File: src/rtl/rx_fifo_sync.sv
// Single-clock receive FIFO for deserialised UART characters.
// Occupancy-counted (never pointer-compared), with sticky error flags, flush and BIST freeze.
module rx_fifo_sync #(
  parameter int DATA_BITS  = 8,
  parameter int FIFO_WIDTH = 4,
  parameter int AF_THRESH  = 2 ** (FIFO_WIDTH - 1)
) (
  input  logic                  clk,
  input  logic                  rst,
  input  logic [DATA_BITS-1:0]  Rx_Data,
  input  logic                  Data_Rdy,
  input  logic                  Pop_Data,
  input  logic                  Flush,
  input  logic                  Clear_Flags,
  input  logic                  BIST_Mode,
  output logic [DATA_BITS-1:0]  Data_Out,
  output logic                  Data_Valid,
  output logic                  FIFO_Empty,
  output logic                  FIFO_Full,
  output logic                  FIFO_Almost_Full,
  output logic                  FIFO_Overflow,
  output logic                  FIFO_Underflow,
  output logic [FIFO_WIDTH:0]   Count
);

  localparam int FIFO_ENTRIES = 2 ** FIFO_WIDTH;
  localparam logic [FIFO_WIDTH:0] ENTRIES_C = (FIFO_WIDTH + 1)'(FIFO_ENTRIES);
  localparam logic [FIFO_WIDTH:0] AF_C      = (FIFO_WIDTH + 1)'(AF_THRESH);

  logic [DATA_BITS-1:0]  mem_q [FIFO_ENTRIES];
  logic [FIFO_WIDTH-1:0] wr_ptr_q, wr_ptr_d, rd_ptr_q, rd_ptr_d;
  logic [FIFO_WIDTH:0]   count_q, count_d;
  logic [DATA_BITS-1:0]  data_out_q, data_out_d;
  logic                  data_valid_q, data_valid_d;
  logic                  empty_q, empty_d, full_q, full_d, af_q, af_d;
  logic                  ovf_q, ovf_d, udf_q, udf_d;
  logic                  pop_ok, push_ok, mem_we;

  // A pop frees a slot in the same cycle, so a full FIFO still accepts a concurrent push.
  assign pop_ok  = Pop_Data && (count_q != '0);
  assign push_ok = Data_Rdy && ((count_q < ENTRIES_C) || pop_ok);

  always_comb begin
    wr_ptr_d     = wr_ptr_q;
    rd_ptr_d     = rd_ptr_q;
    count_d      = count_q;
    data_out_d   = data_out_q;
    data_valid_d = 1'b0;
    ovf_d        = ovf_q;
    udf_d        = udf_q;
    mem_we       = 1'b0;
    if (Flush) begin
      wr_ptr_d = '0;
      rd_ptr_d = '0;
      count_d  = '0;
    end else if (!BIST_Mode) begin
      if (push_ok) begin
        mem_we   = 1'b1;
        wr_ptr_d = wr_ptr_q + 1'b1;
      end
      if (pop_ok) begin
        data_out_d   = mem_q[rd_ptr_q];
        data_valid_d = 1'b1;
        rd_ptr_d     = rd_ptr_q + 1'b1;
      end
      if (push_ok && !pop_ok)      count_d = count_q + 1'b1;
      else if (pop_ok && !push_ok) count_d = count_q - 1'b1;
      // New error events take precedence over Clear_Flags.
      ovf_d = (ovf_q && !Clear_Flags) || (Data_Rdy && !push_ok);
      udf_d = (udf_q && !Clear_Flags) || (Pop_Data && !pop_ok);
    end
    empty_d = (count_d == '0);
    full_d  = (count_d == ENTRIES_C);
    af_d    = (count_d >= AF_C);
  end

  always_ff @(posedge clk) begin
    if (rst) begin
      wr_ptr_q     <= '0;
      rd_ptr_q     <= '0;
      count_q      <= '0;
      data_out_q   <= '0;
      data_valid_q <= 1'b0;
      empty_q      <= 1'b1;
      full_q       <= 1'b0;
      af_q         <= 1'b0;
      ovf_q        <= 1'b0;
      udf_q        <= 1'b0;
    end else begin
      wr_ptr_q     <= wr_ptr_d;
      rd_ptr_q     <= rd_ptr_d;
      count_q      <= count_d;
      data_out_q   <= data_out_d;
      data_valid_q <= data_valid_d;
      empty_q      <= empty_d;
      full_q       <= full_d;
      af_q         <= af_d;
      ovf_q        <= ovf_d;
      udf_q        <= udf_d;
    end
  end

  // Storage is deliberately not reset.
  always_ff @(posedge clk) begin
    if (!rst && mem_we) mem_q[wr_ptr_q] <= Rx_Data;
  end

  assign Data_Out         = data_out_q;
  assign Data_Valid       = data_valid_q;
  assign FIFO_Empty       = empty_q;
  assign FIFO_Full        = full_q;
  assign FIFO_Almost_Full = af_q;
  assign FIFO_Overflow    = ovf_q;
  assign FIFO_Underflow   = udf_q;
  assign Count            = count_q;

endmodule
File: config.mk
export PLATFORM = sky130hd
export DESIGN_NAME = rx_fifo_sync
export DESIGN_NICKNAME = d
export VERILOG_FILES = /design/src/rtl/rx_fifo_sync.sv
export SDC_FILE = /design/constraint.sdc
export NUM_CORES = 1
export LEC_CHECK = 0
export ABC_CLOCK_PERIOD_IN_PS = 2600
export CAP_MARGIN = 20
export CORE_UTILIZATION = 42
export CTS_CLUSTER_SIZE = 30
export DETAILED_ROUTE_END_ITERATION = 7
export MAX_ROUTING_LAYER = met4
export PLACE_DENSITY = 0.57
export SYNTH_ARGS = -nofsm -noshare
export SYNTH_HDL_FRONTEND = slang
export SYNTH_SLANG_ARGS = --single-unit
File: constraint.sdc
create_clock -name clk -period 2.6 [get_ports clk]
set_input_delay 0.39 -clock clk [delete_from_list [all_inputs] [get_ports clk]]
set_output_delay 0.39 -clock clk [all_outputs]
set_load 0.02 [all_outputs]
==> out/metrics.csv, run 1 <==
metric,value,unit
async_flop_share,0,
drt_iter0_drc,186,
viasPerCell,5.47,
ys.warnings.count,0,
fin_tns_setup,0,ns
wl_per_cell,20.6,µm
synth-edff-count,128,
cap_violations,0,
worst_pin_slew,0.741,ns
start_util,0.428,
skew,0.00717,ns
die_height,123,µm
ff2ff_path_depth,7,
layout-drive-gt1-share,0.220,
synth.distinct_cells,46,
p_leak,0.00244,µW
post_cts_buffers,0,
track_usage,0.187,
grt_setup_unrepaired,no,
worstPathMaxFanout,8,
diodes,0,
hold_path_class,reg2reg,
worstSetupEndpointType,flip-flop,
min_period,2.32,ns
fmax,0.432,GHz
die_w,123,µm
hold_depth,1,
dieArea,15200,µm²
grt_pass1_wl,19100,µm
critPathLaunchType,flip-flop,
r2r_start,Count[0],
nets,434,
ant_nets,0,
worst-endpoint-required,2.93,ns
finalMaxSlewViolations,0,
critPathKind,reg2reg,
finalHoldViolCount,0,
hold_start,Data_Out[1],
vias,3315,
synth_seq_area_share,0.708,
syn_to_final_growth,20.3,%
design.core.area,14500,µm²
grt_overflow,0,
ios,34,
ys_seq_elements,155,
crit_arrival,2.65,ns
antenna_found_initial,0,
grt_max_degree,36,
dp_hpwl,7960,µm
port_buffers,33,
cts_buffer_depth,2,
status,"finished, final reports clean",
cts_tree,done,
peakVddDrop,661,µV
syn_nets,369,
syn_avg_cell_area,17.9,µm²
place_ws,0.146,ns
finalSetupViolations,0,
synth_area,6190,µm²
htreeDepth,4,
clk_pin_slew_worst_paths,0.06,ns
cts_hold_buf,0,
clock-sinks,155,
clk_latency,0.42,ns
cts-resized-gates,0,
setup_ws,0.283,ns
cts_inserted_buffers,17,
netlist_instances,347,
gp_congestion,0.878,
hold_end,Data_Out[1],
max_slew_margin,0.506,
totalWireLength,12500,µm
rows,44,
r2r_slack,0.28,ns
grt_pass1_vias,3329,
firstDrtPassIters,4,
cts_root_buf,clkbuf_16,
powerDensity,689,nW/µm²
post-route-drc-count,0,
finalCritPeriodShare,0.891,
synth_flop_cell,edfxtp_1,
timing.rr.end,Data_Out[4],
## layout by cell type, fill, tap and decap left out, drive strengths merged, types with 2 or more instances in the layout
master and instances:
nor4b 2, o221ai 2, ha 7, dfxtp 27, o22ai 7, nand4 2, inv 7, o21ai 2
clkbuf 19, edfxtp 128, and2 3, a21oi 5, mux4 32, nand3 2, bufinv 2, nand2b 6
xor2 4, a32oi 2, nand3b 3, nand2 8, nor2 32, nor3b 2, clkinv 7, nor4 2
buf 25, xnor2 3, mux2i 19, a2111oi 2, or2 4, a21o 7, clkdlybuf4s50 33, or3 4
o31ai 2
## worst max-delay path by stage
stage | start | to | slack, ns | cells past startpoint
after global routing | Count[0] | Data_Out[4] | 0.04 | 7
final | Count[0] | Data_Out[4] | 0.28 | 7
after global placement | Data_Rdy | FIFO_Full | 0.18 | 6
after floorplan | Count[0] | Data_Out[0] | 0.57 | 7
after CTS | Count[0] | Data_Out[4] | 0.29 | 7
after detailed placement | Pop_Data | FIFO_Full | 0.15 | 6
## where the power goes
group | switching (µW) | internal (µW) | leakage (µW) | total (µW)
Combinational | 82.9 | 55.9 | 0.000811 | 139
Sequential | 5.04 | 2690 | 0.00137 | 2700
Clock | 918 | 1380 | 0.000263 | 2300
Total | 1010 | 4130 | 0.00244 | 5130
## registers in the layout (all words and copies together) (netlist names)
| register | flops |
|---|---|
| Data_Valid | 1 |
| FIFO_Empty | 1 |
| Data_Out | 8 |
| FIFO_Underflow | 1 |
| wr_ptr_q | 4 |
| FIFO_Full | 1 |
| FIFO_Almost_Full | 1 |
| Count | 5 |
| mem_q | 128 |
| FIFO_Overflow | 1 |
| rd_ptr_q | 4 |
## synth_stat cells (all sizes together), types with 4 or more instances
cell | instances | share of area
a21o | 7 | 0.0085
a21oi | 5 | 0.0046
buf | 7 | 0.0053
clkbuf | 5 | 0.0030
dfxtp | 27 | 0.087
edfxtp | 128 | 0.62
ha | 7 | 0.014
inv | 6 | 0.0036
mux2i | 19 | 0.031
mux4 | 32 | 0.12
nand2 | 8 | 0.0048
nand2b | 6 | 0.0065
nor2 | 32 | 0.020
o22ai | 7 | 0.0071
or2 | 4 | 0.0040
or3 | 4 | 0.0040
xor2 | 4 | 0.0057
## area by class of cell
class / count / area [µm²]
Fill cell: 1191 / 7030
Sequential cell: 155 / 4390
Multi-Input combinational cell: 174 / 1740
Timing Repair Buffer: 58 / 543
Clock buffer: 19 / 433
Tap cell: 184 / 230
Clock inverter: 10 / 103
Inverter: 6 / 22.5
## metal layers
layer  track usage  up-vias  wire length [µm]
met3        0.0484       10               434
met5             -        -                 0
met4        0.0587        0                84
met2         0.291       77              6210
li1              -     1516                 -
met1         0.240     1712              5760
## through the flow
step	utilization	instance area, µm²	power (µW)	hold WS, ns	cells
2_1_floorplan	-	6190	2810	0.462	347
3_3_place_gp	0.478	6920	2880	0.441	577
3_5_place_dp	0.478	6920	2890	0.445	577
4_1_cts	0.515	7450	5190	0.459	606
5_1_grt	0.515	7450	5290	0.483	606
6_report	0.515	7450	5130	0.456	606
## worst max-delay path, cell delays in order, from the launching register on
cell	delay (ns)
dfxtp_1	0.37
inv_1	0.14
ha_1	0.26
nor4b_4	0.43
nor3b_2	0.16
a21oi_1	0.64
nand2_1	0.14
o221ai_1	0.10
## cell families after synthesis
logic type / share of synthesized area
xor+xnor: 0.00990
mux: 0.147
flops: 0.708
fa+ha+maj: 0.0141
buf+inv: 0.0119
simple gates: 0.0693
compound gates: 0.0400
No activity file was read; power rests on OpenSTA's default activity.
==> run 2, diff against run 1 <==
- DONT_BUFFER_PORTS: not set -> 1
- PLACE_DENSITY: 0.57 -> 0.54
==> run 2 against run 1 <==
Combinational power down 48%. Via count down 4.4%. Fmax down 3.0%. Power up 3.4%. Register-to-register slack worse by 0.07 ns. Non-clock buffer count down 33. Final area down 3.4%. Critical endpoint is now FIFO_Empty. Die area unchanged. Wire length up 1.5%. Sequential share of layout area up 2.1 points. First-iteration DRC count down 5.9%.
==> out/metrics.csv, run 2 (synthesized netlist as in run 1, its figures left out) <==
metric,value,unit
die_w,123,µm
hold_path_class,in2reg,
firstDrtPassIters,4,
port_buffers,0,
timing.rr.end,FIFO_Empty,
finalSetupViolations,0,
clk_latency,0.42,ns
max_stage_delay,0.71,ns
grt_pass1_vias,3266,
dieArea,15200,µm²
htreeDepth,4,
rows,44,
r2r_slack,0.21,ns
cp.depth,7,
cts_root_buf,clkbuf_16,
wl_per_cell,22.0,µm
crit_arrival,2.70,ns
nets,401,
totalWireLength,12700,µm
path_cells,inv_1 -> ha_1 -> nand2b_1 -> a2111oi_0 -> a2111oi_0 -> nand2b_1 -> a221oi_2,
cp_top_family,compound AO/OA/AOI/OAI gates,
grt_setup_unrepaired,no,
clock-sinks,155,
critPathLaunchType,flip-flop,
top_register,mem_q,
layout-drive-gt1-share,0.260,
design.core.area,14500,µm²
powerDensity,738,nW/µm²
status,"finished, final reports clean",
peakVddDrop,740,µV
final_cells,576,
p_leak,0.00236,µW
hold_start,rst,
antenna_found_initial,0,
track_usage,0.190,
critPathKind,reg2reg,
max_slew_margin,0.466,
finalMaxSlewViolations,0,
drt_iter0_drc,175,
post_cts_buffers,0,
hold_end,FIFO_Overflow,
layout_commonest_cell,edfxtp_1,
slowest_stage,a2111oi_0,
grt_overflow,0,
gp_congestion,0.814,
worst-endpoint-required,2.91,ns
post-route-drc-count,0,
worst_pin_slew,0.781,ns
cts_inserted_buffers,17,
nFillCells,1187,
worstPathMaxFanout,7,
viasPerCell,5.50,
hold_depth,1,
dp_hpwl,8060,µm
crit_buf_inv,1,
r2r_start,Count[1],
mostFrequentLayoutCells,"edfxtp_1, mux4_2, nor2_1",
ant_nets,0,
syn_to_final_growth,16.2,%
diodes,0,
fin_tns_setup,0,ns
worstSetupEndpointType,flip-flop,
finalHoldViolCount,0,
start_util,0.428,
skew,0.00989,ns
cap_violations,0,
dp.cells,544,
cts_tree,done,
largest_reg_flops,128,
die_height,123,µm
min_period,2.39,ns
ff2ff_path_depth,7,
finalCritPeriodShare,0.919,
fmax,0.419,GHz
grt_max_degree,36,
clk_pin_slew_worst_paths,0.06,ns
cts_buffer_depth,2,
cts-resized-gates,0,
grt_pass1_wl,19300,µm
post-route-util,0.497,
hold_slack,0.0415,ns
vias,3168,
ios,34,
cts_hold_buf,0,
run 2: cell count changes in the layout (fill, tap and decap cells not counted), sizes merged:
cell | before | now
clkinv | 7 | 4
inv | 7 | 12
clkbuf | 19 | 17
clkinvlp | 0 | 2
bufinv | 2 | 3
clkdlybuf4s50 | 33 | 0
run 2: report_power, final:
part	total, µW	internal, µW	switching, µW
registers	2700	2690	8.29
clock network	2540	1530	1010
logic	71.8	31.3	40.5
total	5310	4250	1060
run 2: stage by stage:
step           worst slack [ns]  power (µW)  instance area [µm²]
3_3_place_gp              0.387        2820                 6590
6_report                  0.211        5310                 7200
3_5_place_dp              0.244        2820                 6590
5_1_grt                  0.0101        5450                 7200
2_1_floorplan             0.571        2810                 6190
4_1_cts                   0.226        5360                 7200
run 2: layer usage:
metal | part of all wire | vias up | global-route usage
met3 | 0.054 | 6 | 0.0632
li1 | - | 1449 | -
met4 | 0.0073 | 0 | 0.0542
met2 | 0.50 | 68 | 0.295
met5 | 0 | - | -
met1 | 0.44 | 1645 | 0.239
run 2: layout make-up:
type | instances | area, µm² | share of cell area
clock inverter | 15 | 184 | 0.0256
tap | 184 | 230 | 0.0320
multi-input combinational | 174 | 1740 | 0.241
sequential | 155 | 4390 | 0.609
clock buffer | 17 | 425 | 0.0591
timing repair buffer | 25 | 213 | 0.0296
inverter | 6 | 22.5 | 0.00313
run 2: how the worst max path moves through the flow:
stage,start,endpoint
2_1_floorplan,Count[0],Data_Out[0]
3_3_place_gp,Count[1],FIFO_Empty
3_5_place_dp,Count[1],FIFO_Empty
4_1_cts,Count[1],FIFO_Empty
5_1_grt,Count[1],FIFO_Empty
6_report,Count[1],FIFO_Empty
==> run 3, diff against run 2 <==
- CAP_MARGIN: 20 -> not set
==> results of run 3 <==
No change in the layout: final DEF, timing and power equal those of run 2.
==> edit: new RTL, flow settings as in run 1 <==
`FIFO_WIDTH`: 4 -> 5.
--- a/src/rtl/rx_fifo_sync.sv
+++ b/src/rtl/rx_fifo_sync.sv
@@ -2,7 +2,7 @@
 // Occupancy-counted (never pointer-compared), with sticky error flags, flush and BIST freeze.
 module rx_fifo_sync #(
   parameter int DATA_BITS  = 8,
-  parameter int FIFO_WIDTH = 4,
+  parameter int FIFO_WIDTH = 5,
   parameter int AF_THRESH  = 2 ** (FIFO_WIDTH - 1)
 ) (
   input  logic                  clk,
Ports: changed (resized Count); port bits go from 34 to 35. The function was not compared with the original's and may differ.
==> edit against run 1 <==
The flow now finishes with violations (DRC). Area after synthesis up 82%. Design area up 81%. Routed wire length up 91%. Sequential cell count up 131. First-iteration DRC count rose to 3.6 times the old value. Die area up 81%. Clock skew up 0.0093 ns. Total power up 82%. Worst setup slack worse by 0.060 ns. Critical endpoint is now Data_Out[5].
==> edit: results (changes against run 1) <==
STA
  – Hold slack: 0.459 ns (+0.00284 ns)
  – Fmax: 421 MHz (-2.5%)
  – Final Skew: 0.0164 ns (+0.00928 ns)

Pwr
  – Maximum vdd drop: 428 uV (-35%)
  – Switching power: 0.00181 W (+80%)
  – Reg power frac: 0.537 (+0.012)

Route
  – Post-route DRC: 5 (+5)
  – Met1 Routed Length: 11500 um (+99%)

Logic synthesis
  – Syn Inst Count: 564 (+63%)
  – Mux contribution to synthesized area: 0.161 (+0.0143)
  – Synth area leaders: edfxtp_1 (68%), mux4_2 (16%), dfxtp_1 (5.3%), nor2_1 (1.7%), ha_1 (0.89%)
  – Xor and xnor area share after synthesis: 0.00931 (-0.000583)

Layout
  – # fillers: 2059 (+73%)
  – Final cell count without fillers: 1033 (+70%)
  – Final net count: 697 (+61%)

Run status
  – Failing checks: DRC
  – Outcome: finished with violations

GRT
  – Tot GR Track Use: 0.183 (-0.00379)

Placement
  – Placed insts: 977 (+69%)
  – Dpl ws: -0.0744 ns (-0.220 ns)

CTS
  – CTS Buffer Depth: 3 (+1)
  – Clk_lat worst skew: 0.55 ns (+0.13 ns)

Setup path
  – RR Startpoint: rd_ptr_q[0]
  – Arr. time, crit path: 2.81 ns (+0.16 ns)
  – R2R setup slack: 0.22 ns (-0.06 ns)
  – Reg2reg path depth: 4 (-3)

Min path
  – Hold path depth: 2 (+1)
-- edit: changes by cell type after synthesis, sizes merged, moves of 7 or more --
cell           run 1  this run
nor2b              1         9
clkbuf             5        14
edfxtp           128       256
buf                7        15
a221o              0         8
o22ai              7         0
mux2i             19         3
mux4              32        79
nor2              32        52
-- edit: cell type report --
| class | instances | area (um2) | share of cell area |
|---|---|---|---|
| inverters | 6 | 22.5 | 0.00167 |
| repair buffers | 107 | 938 | 0.0697 |
| clock buffers | 43 | 840 | 0.0624 |
| multi-input cells | 243 | 2820 | 0.210 |
| well taps | 335 | 419 | 0.0311 |
| flip-flops and latches | 286 | 8290 | 0.616 |
| clock inverters | 13 | 124 | 0.00920 |
-- edit: worst max-delay path, cell delays in order, from the launching register on --
cell,delay (ns)
dfxtp_4,0.50
buf_12,0.31
mux4_2,0.61
mux4_2,0.48
a221o_1,0.32
